## src/rtl/postbox_pkg.sv

```systemverilog
// Shared types and helpers for the POST-box INPUT responder.
package postbox_pkg;

    // Responder protocol states
    typedef enum logic [1:0] {
        ST_IDLE = 2'd0,
        ST_WAIT = 2'd1,
        ST_DATA = 2'd2,
        ST_HALT = 2'd3
    } state_e;

    // Host command pulse counts (only INPUT is decoded today)
    localparam int unsigned INPUT_PULSES_DEF  = 4;
    localparam int unsigned OUTPUT_PULSES_DEF = 5;
    localparam int unsigned STATUS_PULSES_DEF = 6;

    // Ceiling log2; returns 0 for values <= 1
    function automatic int unsigned clog2(input int unsigned value);
        int unsigned res;
        res = 0;
        for (int unsigned i = 0; i < 32; i++) begin
            if ((64'(1) << i) < 64'(value)) begin
                res = i + 1;
            end
        end
        return res;
    endfunction

endpackage

```

## src/rtl/postbox_tx_fifo.sv

```systemverilog
// Synchronous TX FIFO with occupancy output; accepts a push while full when a pop
// happens in the same cycle.
module postbox_tx_fifo
    import postbox_pkg::*;
#(
    parameter int unsigned DATA_W = 8,
    parameter int unsigned DEPTH  = 4
) (
    input  logic                  clk,
    input  logic                  reset,
    input  logic                  i_push,
    input  logic [DATA_W-1:0]     i_wdata,
    input  logic                  i_pop,
    output logic [DATA_W-1:0]     o_rdata_c,
    output logic                  o_full_c,
    output logic                  o_empty_c,
    output logic [clog2(DEPTH):0] o_level
);

    localparam int unsigned PTR_W = clog2(DEPTH);
    localparam int unsigned LVL_W = PTR_W + 1;

    logic [DATA_W-1:0] r_mem [DEPTH];
    logic [PTR_W-1:0]  r_wr_ptr;
    logic [PTR_W-1:0]  r_rd_ptr;
    logic [LVL_W-1:0]  r_count;
    logic              w_wr;
    logic              w_rd;

    assign o_full_c  = (r_count == LVL_W'(DEPTH));
    assign o_empty_c = (r_count == '0);
    assign o_rdata_c = r_mem[r_rd_ptr];
    assign o_level   = r_count;
    assign w_rd      = i_pop && !o_empty_c;
    assign w_wr      = i_push && (!o_full_c || w_rd);

    // Storage array, no reset needed
    always_ff @(posedge clk) begin
        if (w_wr) begin
            r_mem[r_wr_ptr] <= i_wdata;
        end
    end

    // Pointers (natural power-of-two wrap) and occupancy
    always_ff @(posedge clk) begin
        if (reset) begin
            r_wr_ptr <= '0;
            r_rd_ptr <= '0;
            r_count  <= '0;
        end else begin
            if (w_wr) begin
                r_wr_ptr <= r_wr_ptr + PTR_W'(1);
            end
            if (w_rd) begin
                r_rd_ptr <= r_rd_ptr + PTR_W'(1);
            end
            case ({w_wr, w_rd})
                2'b10:   r_count <= r_count + LVL_W'(1);
                2'b01:   r_count <= r_count - LVL_W'(1);
                default: r_count <= r_count;
            endcase
        end
    end

endmodule

```

## src/rtl/postbox_input_chain.sv

```systemverilog
// POST-box INPUT responder: decodes the host INPUT command from testreq pulses,
// inserts NACK waits until TX data exists, then serialises chained words on testack.
module postbox_input_chain
    import postbox_pkg::*;
#(
    parameter int unsigned DATA_W       = 8,
    parameter int unsigned FIFO_DEPTH   = 4,
    parameter int unsigned INPUT_PULSES = INPUT_PULSES_DEF,
    parameter int unsigned BREAK_CYCLES = 50,
    parameter int unsigned MAX_WAIT     = 255,
    parameter int unsigned MSB_FIRST    = 1,
    parameter int unsigned SYNC_STAGES  = 2
) (
    input  logic                       refclk,
    input  logic                       reset,
    input  logic                       testreq,
    output logic                       testack,
    input  logic [DATA_W-1:0]          tx_data,
    input  logic                       tx_valid,
    output logic                       tx_ready,
    output logic [clog2(FIFO_DEPTH):0] fifo_level,
    output logic                       busy,
    output logic                       timeout,
    output logic                       aborted
);

    localparam int unsigned PCNT_W = clog2(INPUT_PULSES + 1);
    localparam int unsigned WCNT_W = clog2(MAX_WAIT + 1);
    localparam int unsigned BCNT_W = clog2(BREAK_CYCLES + 1);
    localparam int unsigned BIT_W  = clog2(DATA_W + 1);

    state_e                 r_state;
    logic [SYNC_STAGES-1:0] r_sync;
    logic                   r_req_d;
    logic [BCNT_W-1:0]      r_low_cnt;
    logic [PCNT_W-1:0]      r_pulse_cnt;
    logic [WCNT_W-1:0]      r_wait_cnt;
    logic [BIT_W-1:0]       r_bit_cnt;
    logic [DATA_W-1:0]      r_shift;
    logic                   r_testack;
    logic                   r_timeout;
    logic                   r_aborted;

    logic                   w_req;
    logic                   w_rise;
    logic                   w_fall;
    logic                   w_break;
    logic                   w_wait_step;
    logic                   w_pop;
    logic                   w_fifo_empty;
    logic                   w_fifo_full;
    logic                   w_next_bit;
    logic [DATA_W-1:0]      w_shift_next;
    logic [DATA_W-1:0]      w_fifo_rdata;
    logic [WCNT_W-1:0]      w_wait_base;
    logic [WCNT_W-1:0]      w_wait_inc;

    postbox_tx_fifo #(
        .DATA_W (DATA_W),
        .DEPTH  (FIFO_DEPTH)
    ) u_fifo (
        .clk       (refclk),
        .reset     (reset),
        .i_push    (tx_valid),
        .i_wdata   (tx_data),
        .i_pop     (w_pop),
        .o_rdata_c (w_fifo_rdata),
        .o_full_c  (w_fifo_full),
        .o_empty_c (w_fifo_empty),
        .o_level   (fifo_level)
    );

    assign w_req    = r_sync[SYNC_STAGES-1];
    assign w_rise   = w_req && !r_req_d;
    assign w_fall   = !w_req && r_req_d;
    assign w_break  = !w_req && (r_low_cnt == BCNT_W'(BREAK_CYCLES - 1));

    assign testack  = r_testack;
    assign timeout  = r_timeout;
    assign aborted  = r_aborted;
    assign busy     = (r_state != ST_IDLE);
    assign tx_ready = !w_fifo_full;

    // Falling edge that runs the ACK/NACK decision: end of command, waiting, or word finished
    assign w_wait_step = w_fall && !w_break &&
                         (((r_state == ST_IDLE) && (r_pulse_cnt == PCNT_W'(INPUT_PULSES))) ||
                          (r_state == ST_WAIT) ||
                          ((r_state == ST_DATA) && (r_bit_cnt == BIT_W'(DATA_W))));
    assign w_pop = w_wait_step && !w_fifo_empty;

    // Synchroniser, edge history and break-length low counter (saturating so a break fires once)
    always_ff @(posedge refclk) begin
        if (reset) begin
            r_sync    <= '0;
            r_req_d   <= 1'b0;
            r_low_cnt <= '0;
        end else begin
            r_sync  <= (r_sync << 1) | SYNC_STAGES'(testreq);
            r_req_d <= w_req;
            if (w_req) begin
                r_low_cnt <= '0;
            end else if (r_low_cnt != BCNT_W'(BREAK_CYCLES)) begin
                r_low_cnt <= r_low_cnt + BCNT_W'(1);
            end
        end
    end

    // Next serial bit and shifted remainder for the configured bit order
    always_comb begin
        w_next_bit   = 1'b0;
        w_shift_next = r_shift;
        if (MSB_FIRST != 0) begin
            w_next_bit   = r_shift[DATA_W-1];
            w_shift_next = r_shift << 1;
        end else begin
            w_next_bit   = r_shift[0];
            w_shift_next = r_shift >> 1;
        end
    end

    // Wait count restarts from zero when the step comes straight from a command; saturates
    always_comb begin
        w_wait_base = (r_state == ST_IDLE) ? '0 : r_wait_cnt;
        w_wait_inc  = w_wait_base;
        if (w_wait_base != WCNT_W'(MAX_WAIT)) begin
            w_wait_inc = w_wait_base + WCNT_W'(1);
        end
    end

    // Protocol state machine; testack only moves on a synced falling edge or a break
    always_ff @(posedge refclk) begin
        if (reset) begin
            r_state     <= ST_IDLE;
            r_pulse_cnt <= '0;
            r_wait_cnt  <= '0;
            r_bit_cnt   <= '0;
            r_shift     <= '0;
            r_testack   <= 1'b0;
            r_timeout   <= 1'b0;
            r_aborted   <= 1'b0;
        end else begin
            r_aborted <= 1'b0;
            if (w_break) begin
                r_state     <= ST_IDLE;
                r_pulse_cnt <= '0;
                r_testack   <= 1'b0;
                r_aborted   <= (r_state == ST_DATA);
            end else begin
                case (r_state)
                    ST_IDLE: begin
                        if (w_rise && (r_pulse_cnt != PCNT_W'(INPUT_PULSES))) begin
                            r_pulse_cnt <= r_pulse_cnt + PCNT_W'(1);
                        end
                        if (w_wait_step) begin
                            r_pulse_cnt <= '0;
                            r_timeout   <= 1'b0;
                        end
                    end
                    ST_DATA: begin
                        if (w_fall && (r_bit_cnt != BIT_W'(DATA_W))) begin
                            r_testack <= w_next_bit;
                            r_shift   <= w_shift_next;
                            r_bit_cnt <= r_bit_cnt + BIT_W'(1);
                        end
                    end
                    default: begin
                    end
                endcase

                // ACK and load the next word, or NACK and count a wait state
                if (w_wait_step) begin
                    if (!w_fifo_empty) begin
                        r_shift    <= w_fifo_rdata;
                        r_testack  <= 1'b1;
                        r_bit_cnt  <= '0;
                        r_wait_cnt <= w_wait_base;
                        r_state    <= ST_DATA;
                    end else begin
                        r_testack  <= 1'b0;
                        r_wait_cnt <= w_wait_inc;
                        if (w_wait_inc == WCNT_W'(MAX_WAIT)) begin
                            r_timeout <= 1'b1;
                            r_state   <= ST_HALT;
                        end else begin
                            r_state   <= ST_WAIT;
                        end
                    end
                end
            end
        end
    end

endmodule

```

## config.mk

```make
export PLATFORM = sky130hd
export DESIGN_NAME = postbox_input_chain
export DESIGN_NICKNAME = d
export VERILOG_FILES = /design/src/rtl/postbox_pkg.sv /design/src/rtl/postbox_tx_fifo.sv /design/src/rtl/postbox_input_chain.sv
export SDC_FILE = /design/constraint.sdc
export NUM_CORES = 1
export LEC_CHECK = 0
export ABC_AREA = 1
export BUFFER_PORTS_ARGS = -buffer_cell sky130_fd_sc_hd__buf_2
export CAP_MARGIN = 25
export CORE_MARGIN = 1
export CORE_UTILIZATION = 55
export CTS_CLUSTER_DIAMETER = 100
export CTS_CLUSTER_SIZE = 40
export DETAILED_ROUTE_END_ITERATION = 8
export PLACE_DENSITY = 0.77
export SLEW_MARGIN = 25
export SYNTH_ARGS = -nofsm -noshare
export SYNTH_HDL_FRONTEND = slang
export SYNTH_SLANG_ARGS = --single-unit
export TNS_END_PERCENT = 20
```

## constraint.sdc

```tcl
create_clock -name refclk -period 5.3 [get_ports refclk]
set_clock_uncertainty 0.1 [all_clocks]
set_input_delay 0.265 -clock refclk [delete_from_list [all_inputs] [get_ports refclk]]
set_output_delay 0.265 -clock refclk [all_outputs]
set_load 0.02 [all_outputs]
```

# Yosys cells after proc, flatten, opt, wreduce, memory -nomap -nowiden
# Memory sizes are Yosys's and may differ from the RTL's. A register that Yosys moved wholly into a read port is not among the register bits.
# Cells that the tools add are included.
[word_totals]
input_bits = 12
mem_count = 1
ramBits = 32
register_bits = 44
[mem_list]
columns = ["memory", "words", "width", "rd", "rd_ports_with_merged_regs", "write_ports", "line", "text"]
rows = [
  ["u_fifo.r_mem", 4, 8, 1, 1, 1, "postbox_tx_fifo.sv:23", "logic [DATA_W-1:0] r_mem [DEPTH];"],
]
[classes]
mux = 29
n_reduce_logical = 33
n_eq_ne = 13
addsub = 8
bitwise = 2
[op_table]
columns = ["operator", "count"]
rows = [
  ["8-bit 2-to-1 mux", 7],
  ["4-bit 2-to-1 mux", 4],
  ["1-bit logical AND", 12],
  ["1-bit 2-to-1 mux", 11],
  ["2-bit nonzero test", 5],
  ["8-bit by 1-bit adder with 8-bit output (second input constant)", 1],
  ["8-bit equality test (second input constant)", 1],
  ["2-bit 2-to-1 mux", 4],
  ["8-bit inequality test (second input constant)", 1],
  ["3-bit by 1-bit adder with 3-bit output (second input constant)", 2],
  ["6-bit by 1-bit adder with 6-bit output (second input constant)", 1],
  ["3-bit equality test (second input constant)", 2],
  ["6-bit equality test (second input constant)", 1],
  ["3-bit 2-to-1 mux", 2],
  ["6-bit inequality test (second input constant)", 1],
  ["3-bit one-hot mux with 2 select lines", 1],
  ["2-bit AND reduction", 3],
  ["2-bit OR reduction", 3],
  ["1-bit logical NOT", 5],
  ["2-bit by 1-bit adder with 2-bit output (second input constant)", 2],
  ["4-bit by 1-bit adder with 4-bit output (second input constant)", 1],
  ["2-bit by 1-bit equality test with 1-bit output (second input constant)", 2],
  ["2-bit equality test (second input constant)", 2],
  ["4-bit equality test (second input constant)", 1],
  ["8 further kinds", 10],
]

# Logic depth before layout (Yosys ltp)
[logic_depth]
ltp_word = 11
ltp_mapped = 15

# Cells and area by module
# A second synthesis with hierarchy kept.
[hier_totals]
hier_cells = 419
hier_area_um2 = 3654.8
[modules_own_cells]
columns = ["mod", "area_each_um2", "n_inst", "seq_area_each_um2", "cells_per_inst"]
rows = [
  ["postbox_input_chain", 1991.9, 1, 740.7, 279],
  ["postbox_tx_fifo", 1662.8, 1, 1141.1, 140],
]

# Least setup slack after synthesis
# Ideal clock, no wire load.
[synth_timing]
path_kind = "register -> register"
start = "register r_bit_cnt[0]"
end = "register u_fifo.r_count[2], in the netlist u_fifo.o_level[2]"
arrival_time_ps = 1972
slack_ps = 3113
path_buffers = 0
period_less_slack_ps = 2187
stages_incl_launch_ff = 13
setup_time_ps = 115
cell_sequence = "dfxtp_1 > inv_1 > ha_1 > nand3_1 > o21ai_0 > nand3_2 > inv_2 > nand2_1 > fa_1 > inv_1 > nand4_1 > a21oi_1 > nor2_1"
[synth_between]
elab_chain_cells = 10
elab_cells_between_ends = 12
[synth_lines]
columns = ["item", "line", "text"]
rows = [
  ["from (decl)", "postbox_input_chain.sv:38", "logic [BIT_W-1:0] r_bit_cnt;"],
  ["from (signal assigned)", "postbox_input_chain.sv:163", "r_bit_cnt <= r_bit_cnt + BIT_W'(1);"],
  ["4-bit equality test (*)", "postbox_input_chain.sv:88", "((r_state == ST_DATA) && (r_bit_cnt == BIT_W'(DATA_W))));"],
  ["1-bit logical AND (*)", "postbox_input_chain.sv:88", ""],
  ["1-bit logical OR (*)", "postbox_input_chain.sv:87", "(r_state == ST_WAIT) ||"],
  ["1-bit logical AND (*)", "postbox_input_chain.sv:85", "assign w_wait_step = w_fall && !w_break &&"],
  ["1-bit logical AND (*)", "postbox_input_chain.sv:89", "assign w_pop = w_wait_step && !w_fifo_empty;"],
  ["1-bit logical AND (*)", "postbox_tx_fifo.sv:34", "assign w_rd = i_pop && !o_empty_c;"],
  ["1-bit logical OR", "postbox_tx_fifo.sv:35", "assign w_wr = i_push && (!o_full_c || w_rd);"],
  ["1-bit logical AND", "postbox_tx_fifo.sv:35", ""],
  ["2-bit by 1-bit equality test with 1-bit output / 2-bit equality test (equally long branches)", "postbox_tx_fifo.sv:57", "case ({w_wr, w_rd})"],
  ["3-bit one-hot mux with 2 select lines / 2-bit nonzero test (equally long branches)", "--", ""],
  ["to (signal assigned)", "postbox_tx_fifo.sv:58", "2'b10: r_count <= r_count + LVL_W'(1);"],
  ["to (signal assigned)", "postbox_tx_fifo.sv:59", "2'b01: r_count <= r_count - LVL_W'(1);"],
  ["to (signal assigned)", "postbox_tx_fifo.sv:60", "default: r_count <= r_count;"],
  ["to (decl)", "postbox_tx_fifo.sv:26", "logic [LVL_W-1:0] r_count;"],
]
# Every way passes the cells marked *; elsewhere a longest branch is shown, timed or not.
# A chain may end at the register's enable or synchronous reset.

# Worst setup path in the final report
[layout_timing]
start = "register r_bit_cnt[1]"
end = "register u_fifo.r_count[2], in the netlist u_fifo.o_level[2]"
# Same word-level chain as after synthesis.

==> results.sh <==
export IMPL_grt_usage_pct=22.4
export IMPL_drive_above_1_share_pct=11.1
export IMPL_grt_max_degree=19
export IMPL_rsz0062_at_grt="no"
export IMPL_cts_tree="yes"
export IMPL_dr_first_iter_drc_count=205
export IMPL_grt_pass1_wl_mm=11.2
export IMPL_critPathTopFamily="simple AND/OR/NAND/NOR gates"
export IMPL_antenna_found_initial=0
export IMPL_r2r_end="u_fifo.o_level[2]$_SDFFE_PP0P_"
export IMPL_async_flop_share_pct=0
export IMPL_dieArea_um2=6830
export IMPL_syn_area_per_cell_um2=8.60
export IMPL_stdcell_count=517
export IMPL_ios=20
export IMPL_drtPass1Iterations=5
export IMPL_hp_start="tx_data[2]"
export IMPL_critPathLaunchType="flop"
export IMPL_start_util_pct=56.7
export IMPL_rrSetupSlack_ps=2480
export IMPL_syn_nets=440
export IMPL_worstPathCellList="inv_1, ha_1, nand3_1, o21ai_0, nand3_2, inv_2, nand2_1, fa_1, inv_1, nand4_1, a21oi_1, nor2_1"
export IMPL_core_rowCount=29
export IMPL_reg2reg_from="r_bit_cnt[1]$_SDFFE_PP0N_"
export IMPL_cts_made_buffers=9
export IMPL_tightest_slew_ps=839
export IMPL_fmax_ghz=0.354
export IMPL_worstPathBufferInverterCount=3
export IMPL_setup_viol=0
export IMPL_clk_pin_slew_ps=80
export IMPL_via_count=2755
export IMPL_r2r_cells=12
export IMPL_power_density_nw_per_um2=304
export IMPL_fin_setup_tns_ps=0
export IMPL_io_buffers=19
export IMPL_die_w_um=82.7
export IMPL_period_minus_slack_ps=2820
export IMPL_hold_viol=0
export IMPL_avgViaCountPerCell=5.33
export IMPL_yosys_warnings=0
export IMPL_critical_path_max_stage_delay_ps=390
export IMPL_wire_per_inst_um=13.0
export IMPL_cpMostUsedCell="inv_1"
export IMPL_fp_coreArea_um2=6310
export IMPL_syn_inst=416
export IMPL_cts_max_level=3
export IMPL_crit_required_ps=5450
export IMPL_ys_seq_area_share_pct=52.6
export IMPL_status="completed"
export IMPL_gp_congestion=0.794
export IMPL_worstHoldEndpoint="u_fifo.r_mem[1][2]$_DFFE_PP_"
export IMPL_layout_commonest_cell="nand2_1"
export IMPL_drc=0
export IMPL_cts_buffer_depth=2
export IMPL_synthDistinctLibCells=38
export IMPL_leakagePower_nw=1.51
export IMPL_final_cell_mix="nand2_1, nor2_1, inv_1, o21ai_0, dfxtp_1"
export IMPL_cp_end_kind="flop"
export IMPL_die_y_um=82.7
export IMPL_peakVddDrop_mv=0.198
export IMPL_syn_to_final_growth_pct=10.2
export IMPL_synth_area_um2=3580
export IMPL_antenna_cells=0
export IMPL_nets=459
export IMPL_placed_cells=500
export IMPL_slew_headroom_pct=43.9
export IMPL_cts_root_buf="clkbuf_8"
export IMPL_worstSkewPairLatency_ps=360
export IMPL_grt_overflow_total=0
export IMPL_cp_slowest_cell="nand3_2"
export IMPL_place_hpwl_mm=4.68
export IMPL_antenna_left=0
export IMPL_wl_mm=6.74
export IMPL_hold_depth=1
export IMPL_synth_seq_cells=78
export IMPL_crit_arrival_ps=2970
export IMPL_synthFlopType="dfxtp_1"
export IMPL_clock_sinks=78
export IMPL_synth_edff_count=32
export IMPL_n_fill_cell=540
export IMPL_crit_fanout=18
export IMPL_drv_cap=0
export IMPL_final_max_slew_violation_count=0
export IMPL_hold_path_class="in2reg"
export IMPL_period_share_pct=53.3
export IMPL_crit_path_start="r_bit_cnt[1]$_SDFFE_PP0N_"
export IMPL_worstSetupPathType="reg2reg"
export IMPL_grt_pass1_vias=2545
export IMPL_cts_resized=0
[worst register-to-register path: cells and delay by family, from the launching register on]
| family | cells | cell delay [ps] |
|---|---|---|
| buffers and inverters | 3 | 480 |
| AND/OR/NAND/NOR | 5 | 780 |
| flip-flops | 1 | 330 |
| AO/OA/AOI/OAI | 2 | 480 |
| adder cells (fa/ha/maj) | 2 | 550 |
[per-layer routing]
layer  global-route usage [%]  part of all wire [%]  vias up
met5                        0                     0        -
met4                     10.3                   1.4        0
met3                     6.37                   3.2        9
met2                     36.5                    50       51
met1                     27.5                    46     1267
li1                         -                     -     1428
[logic make-up (layout without fill, tap and decap cells)]
logic type | after synthesis | in the layout | share of synthesized area, %
buffers and inverters | 63 | 87 | 6.99
flip-flops | 78 | 78 | 52.6
AO/OA/AOI/OAI | 93 | 93 | 14.7
multiplexers | 1 | 1 | 0.280
XOR/XNOR | 5 | 5 | 1.22
adder cells (fa/ha/maj) | 12 | 12 | 4.41
AND/OR/NAND/NOR | 164 | 164 | 19.9
[cell usage after synthesis, types with 2 or more instances]
master	count	area share, %
nand2_2	4	0.70
nor2_1	54	5.7
a21oi_1	24	3.4
o211ai_1	2	0.42
ha_1	11	3.8
o21ai_0	47	6.6
nand4_1	6	1.0
dfxtp_1	46	26
inv_1	49	5.1
edfxtp_1	32	27
buf_2	2	0.28
a31oi_1	2	0.35
nand2_1	67	7.0
xor2_1	4	0.98
nor3_1	6	0.84
clkbuf_1	8	0.84
inv_2	2	0.21
nand3_1	20	2.8
nand3_2	2	0.56
nor2_2	3	0.52
o22ai_1	8	1.4
[cell type report]
| cell class | instances | area (um^2) | share of cell area, % |
|---|---|---|---|
| Clock inverter | 6 | 93.8 | 2.38 |
| Tap cell | 77 | 96.3 | 2.44 |
| Inverter | 51 | 191 | 4.86 |
| Multi-Input combinational cell | 275 | 1450 | 36.7 |
| Clock buffer | 10 | 128 | 3.24 |
| Timing Repair Buffer | 20 | 105 | 2.67 |
| Sequential cell | 78 | 1880 | 47.7 |
[power by group]
part	leakage, nW	switching (W)	internal (W)	total (W)
logic	0.736	0.0000376	0.0000181	0.0000557
clock network	0.107	0.000222	0.000268	0.000491
registers	0.666	0.00000910	0.000642	0.000651
[sequential cells by signal, indices dropped and copies added, names as in the netlist, 2 cells and up, named ones only]
signal	cells
u_fifo.r_mem	32
r_shift	8
r_wait_cnt	8
r_low_cnt	6
r_bit_cnt	4
r_pulse_cnt	3
u_fifo.o_level	3
r_state	2
r_sync	2
u_fifo.r_rd_ptr	2
u_fifo.r_wr_ptr	2
[how the worst max path moves through the flow]
stage          cells past startpoint  slack, ps                              to
3_3_place_gp                      12       2620  u_fifo.o_level[2]$_SDFFE_PP0P_
2_1_floorplan                     12       3110  u_fifo.o_level[2]$_SDFFE_PP0P_
5_1_grt                           13       2210  u_fifo.o_level[2]$_SDFFE_PP0P_
6_report                          12       2480  u_fifo.o_level[2]$_SDFFE_PP0P_
3_5_place_dp                      12       2520  u_fifo.o_level[2]$_SDFFE_PP0P_
4_1_cts                           12       2500  u_fifo.o_level[2]$_SDFFE_PP0P_
[what timing repair did]
item	CTS	global route
endpoints found under the hold margin	1	0
hold buffers	1	0
setup endpoints to repair	0	0
setup buffers	0	0
[through the flow]
step	total power [W]	hold WS [ps]	worst slack [ps]	cell area, um^2	utilization (%)
after floorplan	0.000700	264	3110	3580	-
after global placement	0.000718	301	2620	3710	58.8
after detailed placement	0.000721	305	2520	3710	58.8
after CTS	0.00121	6.45	2500	3940	62.4
after global routing	0.00124	6.33	2210	3940	62.4
final	0.00120	15.7	2480	3940	62.4
(Power assumes the default switching activity.)
